File: config.mk
export PLATFORM = sky130hd
export DESIGN_NAME = wb_regfile
export DESIGN_NICKNAME = d
export VERILOG_FILES = /design/src/rtl/wb_regfile.sv
export SDC_FILE = /design/constraint.sdc
export NUM_CORES = 2
export LEC_CHECK = 0
export ABC_AREA = 1
export BUFFER_PORTS_ARGS = -buffer_cell sky130_fd_sc_hd__clkbuf_2
export CORE_MARGIN = 1.5
export CORE_UTILIZATION = 57
export DETAILED_ROUTE_END_ITERATION = 12
export PLACE_DENSITY = 0.77
export SETUP_SLACK_MARGIN = 0.1
export SLEW_MARGIN = 25
export SYNTH_ARGS = -nofsm -noshare
export SYNTH_HDL_FRONTEND = slang
export SYNTH_SLANG_ARGS = --single-unit
File: constraint.sdc
create_clock -name clk -period 33.2 [get_ports clk]
set_input_delay 3.32 -clock clk [delete_from_list [all_inputs] [get_ports clk]]
set_output_delay 3.32 -clock clk [all_outputs]
set_load 0.01 [all_outputs]
File: src/rtl/wb_regfile.sv
// wb_regfile: MEM/WB consumer. Selects the writeback value, commits it to a
// 2**ADDR_W-entry register file with two combinational read ports, and counts
// committed writebacks. Define WB_REGFILE_BYPASS_EN for same-cycle
// write-to-read bypass on both read ports.
module wb_regfile #(
   parameter int DATA_W = 32,
   parameter int ADDR_W = 5,
   parameter int CNT_W  = 32
) (
   input  logic              clk,
   input  logic              reset,
   input  logic              RegWrite_WB,
   input  logic              MemToReg_WB,
   input  logic [DATA_W-1:0] execution_out_WB,
   input  logic [DATA_W-1:0] ReadData_WB,
   input  logic [ADDR_W-1:0] WriteReg_WB,
   input  logic [ADDR_W-1:0] ReadReg1,
   input  logic [ADDR_W-1:0] ReadReg2,
   output logic [DATA_W-1:0] ReadData1,
   output logic [DATA_W-1:0] ReadData2,
   output logic [DATA_W-1:0] WriteData_WB,
   output logic [CNT_W-1:0]  wb_count
);
   localparam int DEPTH = 2**ADDR_W;

   logic [DATA_W-1:0] regFile [DEPTH];
   logic              commit;
   logic              bypass1;
   logic              bypass2;

   assign WriteData_WB = MemToReg_WB ? ReadData_WB : execution_out_WB;
   assign commit       = RegWrite_WB && (WriteReg_WB != '0);

`ifdef WB_REGFILE_BYPASS_EN
   assign bypass1 = commit && !reset && (ReadReg1 == WriteReg_WB);
   assign bypass2 = commit && !reset && (ReadReg2 == WriteReg_WB);
`else
   assign bypass1 = 1'b0;
   assign bypass2 = 1'b0;
`endif

   // Index 0 reads as zero regardless of array contents or bypass.
   assign ReadData1 = (ReadReg1 == '0) ? '0 : bypass1 ? WriteData_WB : regFile[ReadReg1];
   assign ReadData2 = (ReadReg2 == '0) ? '0 : bypass2 ? WriteData_WB : regFile[ReadReg2];

   // Register array: async clear, one-edge write of the selected value.
   always_ff @(posedge clk or posedge reset) begin
      if (reset) begin
         for (int i = 0; i < DEPTH; i++) regFile[i] <= '0;
      end else if (commit) begin
         regFile[WriteReg_WB] <= WriteData_WB;
      end
   end

   // Committed-writeback counter, wraps naturally at 2**CNT_W.
   always_ff @(posedge clk or posedge reset) begin
      if (reset) wb_count <= '0;
      else if (commit) wb_count <= wb_count + 1'b1;
   end
endmodule

==> results.txt <==
CP max-delay cell - buf_4
drt first pass iters - 9
antenna violations before repair - 1
DIE WIDTH - 324 µm
worst hold slack - 0.404 ns
hold buffers post-CTS - 0
Clock power frac - 0.338
Clock Skew - 0.0100 ns
Worst Setup End Kind - primary output
Hold Fails Final Rpt - 0
share of layout cells above drive strength 1 - 0.0719
worst slack, placed - 22.38 ns
grt total ovfl - 0
Tmin final - 11.06 ns
P&R area growth vs syn - 9.16%
post-synthesis sequential area ratio - 0.450
number of CTS-inserted buffers - 113
Reg-to-Reg Start - wb_count[2]
crit path DAT - 7.74 ns
nets - 8,442
starting DRC count in detailed routing - 10,000
post-route setup slack - 22.14 ns
Pint - 2700 µW
slew margin rel. - 0.172
most frequent cells in the layout - nand2_1 (3,021), nand3_1 (1,383), dfrtp_1 (1,056)
DP Area - 59,900 µm²
critical path depth - 9
commonest non-fill, non-tap cell in the layout - nand2_1
PwrDens - 62.9 nW/µm²
Fillers - 9,169
register-to-register setup slack - 31.02 ns
Seq pwr share - 0.448
DRC - 0
NetSw - 1330 µW
crit path cell chain - buf_8, inv_8, buf_4, buf_4, nand3_2, buf_4, nand2_1, nor2_1, clkbuf_2
Slew @ Worst Pin - 1.24 ns
clk buf depth - 3
RePlAce Congestion - 0.934
setup violators final - 0
CTS tree - done
I/O Pins - 211
Power, Total - 4030 µW
DRT antenna net count - 0
setup bufs post-CTS - 0
worst-case reg-to-reg path depth - 7
Diodes inserted - 0
Synth cell types - 23
startpoint types - input port
Fmax - 90.5 MHz
Mapped Avg Cell Area - 6.76 µm²
final slew viol count - 0
CTS Sinks - 1,056
Setup Total Neg Slack - 0 ns
#FFs+latches synth - 1,056
Max Cap Viol - 0
final instance area - 64,100 µm²
CTS H-tree lvls - 3
GRT Resource Usage Total - 0.409
Die ar. - 105,000 µm²
I/O Buffers - 210
clk_lat worst skew - 0.72 ns
peak supply drop - 0.0442 mV
DR WL/cell - 22.0 µm
vias in the first global route - 56,400
most frequent cell on the critical path - buf_4
reg2reg end - wb_count[19]
worst endpoint required time - 29.88 ns
DR vias/cell - 6.22
outcome - complete, no violations
WP buf/inv - 6
vias after detailed routing - 61,100
syn_nets - 8,763
first-pass GRT wire length - 331 mm
Critical Path Sink - ReadData2[13]
Multi-input gate area - 29,100 µm²
CP Max Fanout - 142
Total Wirelength - 216 mm
Initial Util - 0.576
pin count of the biggest net entering global routing - 202
unrepaired setup endpoints after global routing - no
Final Cycle Share - 0.333
classification of the worst setup path - in -> out
root buf cell - clkbuf_16
crit path from - ReadReg2[0]
Net Sw Frac - 0.329
Ys Warns - 0
Leak Pwr - 0.0306 µW
Core Footprint - 102,000 µm²
Reg area - 26,400 µm²
Critical Path Max Stage Delay - 0.96 ns
Hold Crit Class - reg -> reg
post-CTS resize count - 0
Mapped Area - 58,700 µm²
DIE HEIGHT - 324 µm
Comb power frac - 0.214
hpwl dp - 114 mm
Post-Syn Instances - 8,679
Clk pin slew, worst setup/hold paths - 0.06 ns
CP delay by family, top - buffers and inverters
std cell rows - 117
## cell type report
cell class | instances | area share
inverters | 143 | 0.00920
flip-flops and latches | 1056 | 0.412
multi-input cells | 6710 | 0.454
clock inverters | 41 | 0.00937
clock buffers | 169 | 0.0533
repair buffers | 334 | 0.0351
well taps | 1368 | 0.0267
## kinds of logic (layout without fill, tap and decap cells)
logic type / Yosys count / count (layout) / synth area share
adders and majority gates: 1 / 1 / 0.000213
buffers and inverters: 913 / 687 / 0.0603
DFF: 1056 / 1056 / 0.450
xor gates and xnor gates: 17 / 17 / 0.00254
AOI/OAI and AO/OA: 1269 / 1269 / 0.108
and+or+nand+nor: 5423 / 5423 / 0.379
## metal layers
layer,share of wire,up-vias,GRT usage,wire length [µm]
met5,0.000051,-,0,11
met4,0.061,2,0.231,13100
met3,0.14,869,0.104,29600
met2,0.43,4401,0.603,92100
met1,0.37,28400,0.551,80700
li1,-,27500,-,-
## worst min path at each step
stage,from,to,cells past startpoint
finish,regFile[1013],regFile[1013],0
global placement,regFile[1012],regFile[1012],0
CTS,regFile[1002],regFile[1002],0
detailed placement,regFile[1002],regFile[1002],0
global route,regFile[995],regFile[995],0
floorplan,regFile[1000],regFile[1000],1
## through the flow
step | std cells | util
after global routing | 9821 | 0.629
final | 9821 | 0.629
after detailed placement | 9607 | 0.588
after global placement | 9604 | 0.587
after floorplan | 8679 | -
after CTS | 9817 | 0.628
## synth_stat cells
master / instances / area share
nand2_1: 3032 / 0.19
nand3_1: 1385 / 0.12
dfrtp_1: 1056 / 0.45
nor2_1: 955 / 0.061
a21oi_1: 702 / 0.060
clkbuf_1: 611 / 0.039
o21ai_0: 538 / 0.046
inv_1: 126 / 0.0081
buf_2: 88 / 0.0075
buf_1: 71 / 0.0045
o21ai_1: 29 / 0.0025
nor3_1: 20 / 0.0017
inv_2: 14 / 0.00090
xor2_1: 13 / 0.0019
nor2_2: 11 / 0.0012
nand3b_1: 9 / 0.0012
nand4_1: 8 / 0.00085
xnor2_1: 4 / 0.00060
clkinv_1: 3 / 0.00019
and3_1: 1 / 0.00011
ha_1: 1 / 0.00021
nor3_2: 1 / 0.00017
nor4_4: 1 / 0.00036
## sequential cells by signal, indices dropped and copies added (netlist names)
name      count
regFile    1024
wb_count     32
## power groups by stage
stage | logic (µW) | clock network, µW | registers [µW]
3_3_place_gp | 812 | 0 | 1800
5_1_grt | 981 | 1420 | 1840
4_1_cts | 849 | 1360 | 1790
6_report | 864 | 1360 | 1810
2_1_floorplan | 640 | 0 | 1770
3_5_place_dp | 843 | 0 | 1810
(Power assumes the default switching activity.)
